===== config.mk =====
export PLATFORM = sky130hd
export DESIGN_NAME = nes_pad_reader
export DESIGN_NICKNAME = d
export VERILOG_FILES = /design/src/rtl/nes_pad_reader.sv
export SDC_FILE = /design/constraint.sdc
export NUM_CORES = 1
export LEC_CHECK = 0
export CORE_MARGIN = 3
export CORE_UTILIZATION = 38
export DETAILED_ROUTE_END_ITERATION = 16
export PLACE_DENSITY_LB_ADDON = 0.12
export SLEW_MARGIN = 0
export SYNTH_ARGS = -nofsm -noshare
export SYNTH_HDL_FRONTEND = slang
export SYNTH_SLANG_ARGS = --single-unit

===== constraint.sdc =====
create_clock -name clk -period 8.1 [get_ports clk]
set_clock_uncertainty 0.05 [all_clocks]
set_input_delay 1.62 -clock clk [delete_from_list [all_inputs] [get_ports clk]]
set_output_delay 1.62 -clock clk [all_outputs]
set_load 0.01 [all_outputs]

===== src/rtl/nes_pad_reader.sv =====
// NES-style serial gamepad poller: latches and clocks the pad, shifts in 8 buttons,
// debounces the one-hot-to-code encoding and presents it as a stable 4-bit level.
module nes_pad_reader #(
  parameter int CLK_DIV        = 300,
  parameter int POLL_INTERVAL  = 833333,
  parameter int DEBOUNCE_POLLS = 3
) (
  input  logic       clk,
  input  logic       reset,
  input  logic       pad_data,
  output logic       pad_latch,
  output logic       pad_clk,
  output logic [7:0] buttons_raw,
  output logic [3:0] controller_out,
  output logic       sample_valid
);

  localparam int PW = (POLL_INTERVAL > 1) ? $clog2(POLL_INTERVAL) : 1;
  localparam int DW = $clog2(2 * CLK_DIV);
  localparam int CW = $clog2(DEBOUNCE_POLLS + 1);

  localparam logic [PW-1:0] POLL_LAST  = PW'(POLL_INTERVAL - 1);
  localparam logic [DW-1:0] LATCH_LAST = DW'(2 * CLK_DIV - 1);
  localparam logic [DW-1:0] HALF_LAST  = DW'(CLK_DIV - 1);
  localparam logic [CW-1:0] DB_MAX     = CW'(DEBOUNCE_POLLS);

  typedef enum logic [2:0] {
    S_IDLE   = 3'd0,
    S_LATCH  = 3'd1,
    S_CLK_HI = 3'd2,
    S_CLK_LO = 3'd3,
    S_DONE   = 3'd4
  } state_e;

  state_e        state_q, state_d;
  logic [PW-1:0] poll_q, poll_d;
  logic [DW-1:0] div_q, div_d;
  logic [2:0]    bit_q, bit_d;
  logic [7:0]    shift_q, shift_d;
  logic [7:0]    raw_q, raw_d;
  logic [3:0]    ctrl_q, ctrl_d;
  logic [3:0]    cand_q, cand_d;
  logic [CW-1:0] dbc_q, dbc_d;
  logic          latch_q, latch_d;
  logic          pclk_q, pclk_d;
  logic          valid_q, valid_d;
  logic [3:0]    enc_s;

  // Exactly one button pressed maps to its index+1; none or several map to 0.
  function automatic logic [3:0] encode(input logic [7:0] b);
    logic [3:0] n;
    logic [3:0] code;
    n    = 4'd0;
    code = 4'd0;
    for (int i = 0; i < 8; i++) begin
      if (b[i]) begin
        n    = n + 4'd1;
        code = 4'(i + 1);
      end
    end
    return (n == 4'd1) ? code : 4'd0;
  endfunction

  assign enc_s = encode(raw_q);

  // Next-state logic for the frame FSM, poll timer and debouncer.
  always_comb begin
    state_d = state_q;
    poll_d  = (poll_q == POLL_LAST) ? '0 : poll_q + PW'(1);
    div_d   = div_q;
    bit_d   = bit_q;
    shift_d = shift_q;
    raw_d   = raw_q;
    ctrl_d  = ctrl_q;
    cand_d  = cand_q;
    dbc_d   = dbc_q;

    case (state_q)
      S_IDLE: begin
        if (poll_q == '0) begin
          state_d = S_LATCH;
          div_d   = '0;
        end else begin
          state_d = S_IDLE;
        end
      end
      S_LATCH: begin
        if (div_q == LATCH_LAST) begin
          shift_d[0] = ~pad_data;
          bit_d      = 3'd1;
          div_d      = '0;
          state_d    = S_CLK_HI;
        end else begin
          div_d = div_q + DW'(1);
        end
      end
      S_CLK_HI: begin
        if (div_q == HALF_LAST) begin
          div_d   = '0;
          state_d = S_CLK_LO;
        end else begin
          div_d = div_q + DW'(1);
        end
      end
      S_CLK_LO: begin
        if (div_q == HALF_LAST) begin
          shift_d[bit_q] = ~pad_data;
          bit_d          = bit_q + 3'd1;
          div_d          = '0;
          if (bit_q == 3'd7) begin
            // Publish the frame so buttons_raw is valid alongside sample_valid.
            raw_d   = shift_d;
            state_d = S_DONE;
          end else begin
            state_d = S_CLK_HI;
          end
        end else begin
          div_d = div_q + DW'(1);
        end
      end
      S_DONE: begin
        if (enc_s == cand_q) begin
          dbc_d = (dbc_q >= DB_MAX) ? DB_MAX : dbc_q + CW'(1);
        end else begin
          cand_d = enc_s;
          dbc_d  = CW'(1);
        end
        if (dbc_d == DB_MAX) begin
          ctrl_d = cand_d;
        end else begin
          ctrl_d = ctrl_q;
        end
        state_d = S_IDLE;
      end
      default: begin
        state_d = S_IDLE;
      end
    endcase

    latch_d = (state_d == S_LATCH);
    pclk_d  = (state_d == S_CLK_HI);
    valid_d = (state_d == S_DONE);
  end

  // State and output registers; reset aborts any frame in progress.
  always_ff @(posedge clk) begin
    if (reset) begin
      state_q <= S_IDLE;
      poll_q  <= '0;
      div_q   <= '0;
      bit_q   <= 3'd0;
      shift_q <= 8'd0;
      raw_q   <= 8'd0;
      ctrl_q  <= 4'd0;
      cand_q  <= 4'd0;
      dbc_q   <= '0;
      latch_q <= 1'b0;
      pclk_q  <= 1'b0;
      valid_q <= 1'b0;
    end else begin
      state_q <= state_d;
      poll_q  <= poll_d;
      div_q   <= div_d;
      bit_q   <= bit_d;
      shift_q <= shift_d;
      raw_q   <= raw_d;
      ctrl_q  <= ctrl_d;
      cand_q  <= cand_d;
      dbc_q   <= dbc_d;
      latch_q <= latch_d;
      pclk_q  <= pclk_d;
      valid_q <= valid_d;
    end
  end

  assign pad_latch      = latch_q;
  assign pad_clk        = pclk_q;
  assign buttons_raw    = raw_q;
  assign controller_out = ctrl_q;
  assign sample_valid   = valid_q;

endmodule


==> metrics.md <==
| Metric | Value |
|---|---|
| Final wirelength | `between 7000 and 8000 um` |
| Initial Util | `40.1%` |
| Most frequent CP cell | `ha_1` |
| Reg2reg start | `buttons_raw[1]$_SDFFE_PP0P_` |
| Routed WL per cell | `between 10 and 15 um` |
| Max Clock Freq | `around 190 MHz` |
| N_diodes | `0` |
| EDFF count, synth | `0` |
| HPWL Detailed | `roughly 5100 um` |
| Top_reg_cell synth | `dfxtp_1` |
| Routed Antenna Nets | `0` |
| Hold Path Origin | `cand_q[0]$_SDFFE_PP0P_` |
| Post-CTS sizing | `0` |
| Worst slew margin | `a little over a third` |
| Library cells used by synthesis | `60` |
| IO buf count | `17` |
| Finished Core Util | `a little under half` |
| Number of vias per cell | `approximately 5.2` |
| Grt total ovfl | `0` |
| Max Slew Vio Count | `0` |
| WHS Endpoint | `cand_q[0]$_SDFFE_PP0P_` |
| Sequential area share after synthesis | `about 36%` |
| Area growth syn-to-layout | `13.1%` |
| Flops & latches, synth | `65` |
| First-pass GRT wire length | `12,500 um` |
| Syn nets | `449` |
| Area leader, netlist | `dfxtp_1` |
| Via count | `2,903` |
| FF-to-FF End | `controller_out[2]$_SDFFE_PP0P_` |
| Crit path max fanout | `7` |
| Drt initial violations | `between 100 and 150` |
| Clk_lat worst skew | `0.34 ns` |
| Max-Cap Viols | `0` |
| Rows | `34` |
| Mapped Cells | `~430` |
| Sw Pwr | `144 uW` |
| Clk slew on worst S/H paths | `roughly 0.070 ns` |
| Post-synthesis average cell area | `8.27 sq um` |
| R2R cell count | `21` |
| Post-CTS Setup Bufs | `0` |
| Endpoints failing setup | `0` |
| CP endpoint kind | `flop` |
| CORE AREA | `0.00893 sq mm` |
| Internal Dissipation | `545 uW` |
| I/O pin cnt | `18` |
| CTS Hold Bufs | `0` |
| Root buffer cell | `clkbuf_8` |
| Gate power share | `under 10%` |
| Max VDD drop | `about 84 uV` |
| Worst hold path depth | `2` |
| Clock power frac | `between 40% and 50%` |
| Final Hold Viols | `0` |
| Status | `finished, final reports clean` |
| CTS Buf Count | `9` |
| Worst slew pin tran | `slightly below 1 ns` |
| Critical path required time | `slightly above 8 ns` |
| CP Class | `reg -> reg` |
| Final worst path period need | `5.22 ns` |
| Slowest-stage cell, CP | `or4b_4` |
| Lkg Pwr | `0.00156 uW` |
| Die Y | `around 100 um` |
| Nets | `roughly 460` |
| Router iterations before antenna repair | `4` |
| CTS sink cnt | `65` |
| Largest net degree at the start of global routing | `40` |
| Synth top area cells | `dfxtp_1 (36%), nor2_1 (7.6%), xor2_1 (5.4%), nand2_1 (4.8%), ha_1 (4.5%)` |
| Switch share | `20.9%` |
| H-tree depth reported by CTS | `3` |
| Critical-path cell list | `inv_1, ha_1, xor2_1, ha_1, mux2_2, ha_1, nor2b_1, a311oi_1, ha_1, nand2_1, nand2_1, ha_1, nor2b_1, nor2_1, ha_1, xor2_1, or4b_4, o21ai_1, nand4_2, o31ai_1, a21oi_1` |
| RSZ-0062 raised after global routing | `no` |
| Share of the synthesized area in the top cell type | `roughly 36%` |
| Fin Setup TNS | `0 ns` |
| Vias in the first global route | `2,723` |
| Initial antenna violation count | `0` |
| Crit path DAT | `5.39 ns` |
| TritonCTS clock tree | `done` |
| Die width | `103 um` |
| CP peak stage delay | `0.49 ns` |
| YS warnings | `0` |
| R2R setup slack | `~2.9 ns` |
| Die area | `0.0106 sq mm` |
| GPL Wtd Cong | `between 0.8 and 0.9` |
| Syn Std Cell Area | `between 0.003 and 0.004 sq mm` |
| Fraction of layout cells with a size suffix above 1 | `under 10%` |
| Hold crit path type | `reg -> reg` |
| Clock Path Buffers | `2` |
| FFs w/ async S/R, synth | `0%` |
| Pwr dens | `170 mW/mm^2` |
| Final period utilization | `roughly 64%` |
| GRT Overall Usage | `between 10% and 20%` |
| Startpoint types | `flop` |
| DR DRC count | `0` |
| Power share of the sequential group | `47.4%` |
final cells by class:
type                       count  area [sq um]
clock buffer                  11           141
timing repair buffer          18           178
inverter                      15          56.3
sequential                    65          1300
clock inverter                 5           103
fill                         907          4880
multi-input combinational    333          2140
tap                          108           135
kinds of logic (layout without fill, tap and decap cells):
kind of cell	Yosys count	in the layout	share of synthesized area, %
simple gates	199	199	27.2
xor+xnor	38	38	10.6
flops	65	65	36.3
fa+ha+maj	13	13	4.54
compound gates	64	64	11.6
mux	19	19	5.76
buf+inv	35	49	3.98
worst max-delay path: cells and delay by family, from the launching register on:
family                     cells  cell delay (ns)
adders and majority gates      6             1.80
and+or+nand+nor                7             1.17
AOI/OAI and AO/OA              4             0.99
DFF                            1             0.38
xor gates and xnor gates       2             0.33
muxes                          1             0.29
buffers and inverters          1             0.09
synth_stat cells (8+ instances only):
cell / n
nor2_1: 73
dfxtp_1: 65
nand2_1: 46
a21oi_1: 24
xor2_1: 22
nand3_1: 17
clkbuf_1: 15
inv_1: 15
mux2i_1: 15
ha_1: 13
xnor2_1: 12
nand4_1: 9
and3_1: 8
through the flow:
step,area (sq um),instances,hold WS [ns],worst slack (ns),total power (uW)
after floorplan,3580,433,0.380,3.22,353
after global placement,3810,539,0.395,3.11,361
after detailed placement,3810,539,0.399,2.87,361
after CTS,4050,555,0.408,2.84,701
after global routing,4050,555,0.434,2.40,720
final,4050,555,0.406,2.88,689
how the worst max path moves through the flow:
| stage | start | end |
|---|---|---|
| floorplan | buttons_raw[0]$_SDFFE_PP0P_ | dbc_q[1]$_SDFFE_PP0P_ |
| global placement | buttons_raw[0]$_SDFFE_PP0P_ | controller_out[3]$_SDFFE_PP0P_ |
| detailed placement | buttons_raw[1]$_SDFFE_PP0P_ | controller_out[1]$_SDFFE_PP0P_ |
| CTS | buttons_raw[1]$_SDFFE_PP0P_ | controller_out[1]$_SDFFE_PP0P_ |
| global route | buttons_raw[1]$_SDFFE_PP0P_ | controller_out[1]$_SDFFE_PP0P_ |
| finish | buttons_raw[1]$_SDFFE_PP0P_ | controller_out[2]$_SDFFE_PP0P_ |
layer usage:
metal,vias to the layer above,share of wire (%),global-route usage [%]
met1,1350,52,19.5
li1,1516,-,-
met3,9,2.8,4.74
met4,0,1.2,3.98
met5,-,0,0
met2,28,44,23.2
placed cells by master, fill, tap and decap left out, drive strengths merged, types with 3 or more instances in the layout:
cell type	Yosys	layout
a22oi	3	3
nor4	7	7
clkbuf	15	11
or4b	3	3
nand2	46	46
nand2b	3	3
dfxtp	65	65
a21oi	25	25
xnor2	13	13
and3	8	8
clkdlybuf4s50	0	17
o31ai	5	5
mux2i	15	15
bufinv	0	3
or3	4	4
nand3b	4	4
nand4	10	10
nor2	73	73
o21ai	9	9
xor2	23	23
mux2	3	3
nor2b	5	5
nand3	17	17
o21bai	3	3
nor3	7	7
a211oi	3	3
inv	15	15
ha	13	13
a31oi	6	6
power groups by stage:
stage               Clock [uW]  Combinational (uW)  Sequential [uW]
floorplan                    0                20.2              333
global placement             0                26.8              334
detailed placement           0                26.9              334
CTS                        347                27.0              327
global route               362                30.0              327
finish                     335                26.7              327
sequential cells by signal (all words and copies together) (netlist names), 3 cells and up:
name and count:
bit_q 3, buttons_raw 8, cand_q 4, poll_q 20, div_q 10, state_q 3, shift_q 8, controller_out 4
(Power assumes the default switching activity.)
==> RTL change 1, RTL diff (same flow settings) <==
Make the reset (`reset`) asynchronous in one clocked block.
--- a/src/rtl/nes_pad_reader.sv
+++ b/src/rtl/nes_pad_reader.sv
@@ -144,5 +144,5 @@
 
   // State and output registers; reset aborts any frame in progress.
-  always_ff @(posedge clk) begin
+  always_ff @(posedge clk or posedge reset) begin
     if (reset) begin
       state_q <= S_IDLE;
Behaviour: differs if reset is asserted again (counterexample within 4 cycles, from zero or initial values and one cycle with reset high); with reset held inactive, the same outputs for 10 cycles.
==> RTL change 1 against the original RTL <==
  * First-iteration DRC count increased by 0.86%
  * Sequential share of layout area up 5.1 points
  * Core utilization fell by 0.83 points
  * Area after synthesis is 7.6% higher
  * Sequential cell count stayed put
  * Setup slack got worse by 550 ps
  * Design area increased by 7.9%
  * Wire length increased by 9.0%
  * Die area is 7.1% higher
  * Largest cell class unchanged
Power is not compared: it rests on default switching activity, and its combinational part moved more than twofold at a synthesized area within 25%.
==> RTL change 1: results (changes against the original RTL) <==
[synthesis]
synth.distinct_cells = 54  ; -10%
synth_common_cells = dfrtp_1 (65), nand2_1 (50), nor2_1 (50)
async_flop_share_pct = 100  ; +100 points
synth-seq-area-share_pct = 42.2  ; +5.9 points

[placement]
place_ws_ps = 2330  ; -537 ps
placed_cells_incl_taps = 556  ; +3.2%
place.gp.congestion = 0.825  ; +1.2%
placed_area_um2 = 4140  ; +8.8%
dp_hpwl_um = 5500  ; +7.2%

[layout]
drive_gt1_share_pct = 9.11  ; +0.83 points
seq_area_share_pct = 37.2  ; +5.1 points
fillers = 1024  ; +13%
syn_to_final_growth_pct = 13.5
layout.nets = 450  ; -1.7%
clk_share_pct = 5.24  ; -0.78 points
layout.cells.non_filler = 572  ; +3.1%
n_all_inverters = 18  ; +3

[critical_path]
critPathMaxStageDelay_ps = 440  ; -50 ps
arrival_ps = 5950  ; +560 ps

[global_route]
met3_usage_pct = 4.33  ; -0.40 points
grtUsageMet1_pct = 19.6  ; +0.048 points
grt_pass1_wl_um = 14000  ; +12%
grt_max_degree = 66  ; +65%
grt_usage_pct = 15.2  ; +0.48 points
met2_usage_pct = 25.0  ; +1.9 points

[detailed_routing]
wl_met3_um = 230  ; +14%
wl_per_cell_um = 13.7  ; +5.7%
vias = 2954  ; +1.8%

[timing]
relSlewSlack_pct = 35.6  ; +0.58 points

[run_status]
status = finished, final reports clean

RTL change 1: logic make-up after synthesis:
family	count (synthesis)	share of synthesized area, %
AO/OA/AOI/OAI	73	12.3
XOR/XNOR	39	10.5
adder cells (fa/ha/maj)	13	4.22
buffers and inverters	31	3.15
flip-flops	65	42.2
multiplexers	8	2.53
AND/OR/NAND/NOR	189	25.2
RTL change 1: worst paths after layout:
kind,start,end,slack [ps],cells past startpoint
min in group asynchronous,reset,poll_q[14]$_DFF_PP0_,1780,3
max in group asynchronous,reset,buttons_raw[2]$_DFFE_PP0P_,5670,3
hold reg to reg,shift_q[4]$_DFFE_PP0P_,shift_q[4]$_DFFE_PP0P_,440,2
setup / recovery,buttons_raw[0]$_DFFE_PP0P_,controller_out[2]$_DFFE_PP0P_,2320,22
hold / removal,shift_q[4]$_DFFE_PP0P_,shift_q[4]$_DFFE_PP0P_,440,2
setup reg to reg,buttons_raw[0]$_DFFE_PP0P_,controller_out[2]$_DFFE_PP0P_,2320,22
==> RTL change 2, RTL diff (config.mk and constraints unchanged) <==
Made on the original files. `CLK_DIV`: 300 -> 600.
--- a/src/rtl/nes_pad_reader.sv
+++ b/src/rtl/nes_pad_reader.sv
@@ -2,5 +2,5 @@
 // debounces the one-hot-to-code encoding and presents it as a stable 4-bit level.
 module nes_pad_reader #(
-  parameter int CLK_DIV        = 300,
+  parameter int CLK_DIV        = 600,
   parameter int POLL_INTERVAL  = 833333,
   parameter int DEBOUNCE_POLLS = 3
Behaviour: no difference found for any inputs over 10 cycles, from zero or initial values and one cycle with reset high; that may be too few to reach the edited logic, so the function may still have changed.
==> RTL change 2 against the original RTL <==
  * Design area rose by 3.8%
  * Critical path depth rose by 1
  * Via count rose by 7.6%
  * Power rose by 0.50%
  * Wire length rose by 7.2%
  * Setup slack got worse by 180 ps
  * Synthesized cell count rose by 7.9%
  * Area after synthesis rose by 3.2%
  * Die area rose by 3.0%
  * Sequential cell count rose by 1
  * Highest routed layer unchanged
==> RTL change 2: results (changes against the original RTL) <==
[run_status]
status = finished, final reports clean

[synthesis]
mappedNetlistNets = 483  ; +7.6%
yosys.area_share.adder_pct = 4.40  ; -0.14 points
syn_area_per_cell_um2 = 7.91  ; -4.3%
synth_compound_area_share_pct = 14.4  ; +2.9 points
synth_common_cells = dfxtp_1 (66), nor2_1 (64), nand2_1 (53)
yosys-top-cells-area = dfxtp_1 (36%), nor2_1 (6.5%), nand2_1 (5.4%)
synth.distinct_cells = 61  ; +1.7%
netlist_area_um2 = 3700  ; +3.2%
synth.area.mux_share_pct = 3.05  ; -2.7 points

[layout]
n_all_inverters = 19  ; +4
seq_cell_count = 66  ; +1.5%
clkbuf_count = 13  ; +2
n_all_buffers = 19  ; +1
clk_share_pct = 5.89  ; -0.13 points
drive_gt1_share_pct = 6.88  ; -1.4 points
multi_input_cells = 360  ; +8.1%
seq_area_share_pct = 31.4  ; -0.70 points
layout.nonclk_buf_share_pct = 4.40  ; +0.018 points

[detailed_routing]
dr_wl_met2_um = 3690  ; +16%
wl_met3_um = 168  ; -17%
wl_per_cell_um = 12.6  ; -2.3%

[global_route]
grt_usage_pct = 14.4  ; -0.32 points
met2_usage_pct = 24.9  ; +1.7 points
grt_pass1_wl_um = 13300  ; +6.3%
grt_pass1_vias = 2921  ; +7.3%
met3_usage_pct = 3.40  ; -1.3 points
grtUsageMet1_pct = 17.6  ; -1.9 points

[timing]
holdWs_ps = 413  ; +7.13 ps
relSlewSlack_pct = 27.5  ; -7.4 points
worst_slack_ps = 2690  ; -184 ps

[critical_path]
arrival_ps = 5580  ; +190 ps
reg2reg_to = dbc_q[0]$_SDFFE_PP0P_
r2r_cells = 22  ; +4.8%

[placement]
dp_hpwl_um = 5580  ; +8.9%
place.gp.congestion = 0.821  ; +0.80%

[power_and_ir_drop]
leakagePower_nw = 1.47  ; -5.9%

[worst_hold_path]
hold_path_end = cand_q[2]$_SDFFE_PP0P_

RTL change 2: cell count changes in the layout (fill, tap and decap cells not counted), moves of 7 or more:
cell,before,now
a21oi_1,24,35
nor2_1,73,64
nand2_1,46,53
o21ai_0,7,14
xor2_1,22,15
RTL change 2: power groups by stage:
stage               registers [mW]  logic (mW)  clock network (mW)
detailed placement           0.339      0.0285                   0
floorplan                    0.339      0.0200                   0
global placement             0.339      0.0286                   0
CTS                          0.331      0.0287               0.345
global route                 0.332      0.0325               0.357
finish                       0.332      0.0282               0.333
RTL change 2: worst max-delay path, stage by stage, from the launching register on:
cell and delay (ps):
dfxtp_1 400, inv_1 90, ha_1 370, xor2_1 180
ha_1 320, nand2b_1 150, o31ai_1 130, inv_1 80
ha_1 350, nand2_1 80, o21ai_0 120, ha_1 360
mux2_2 290, ha_1 280, mux2_2 270, ha_1 210
a21oi_1 230, nand3_1 110, a21oi_1 130, or4b_4 480
o2bb2a_4 240, nand2_1 80, o41a_1 300
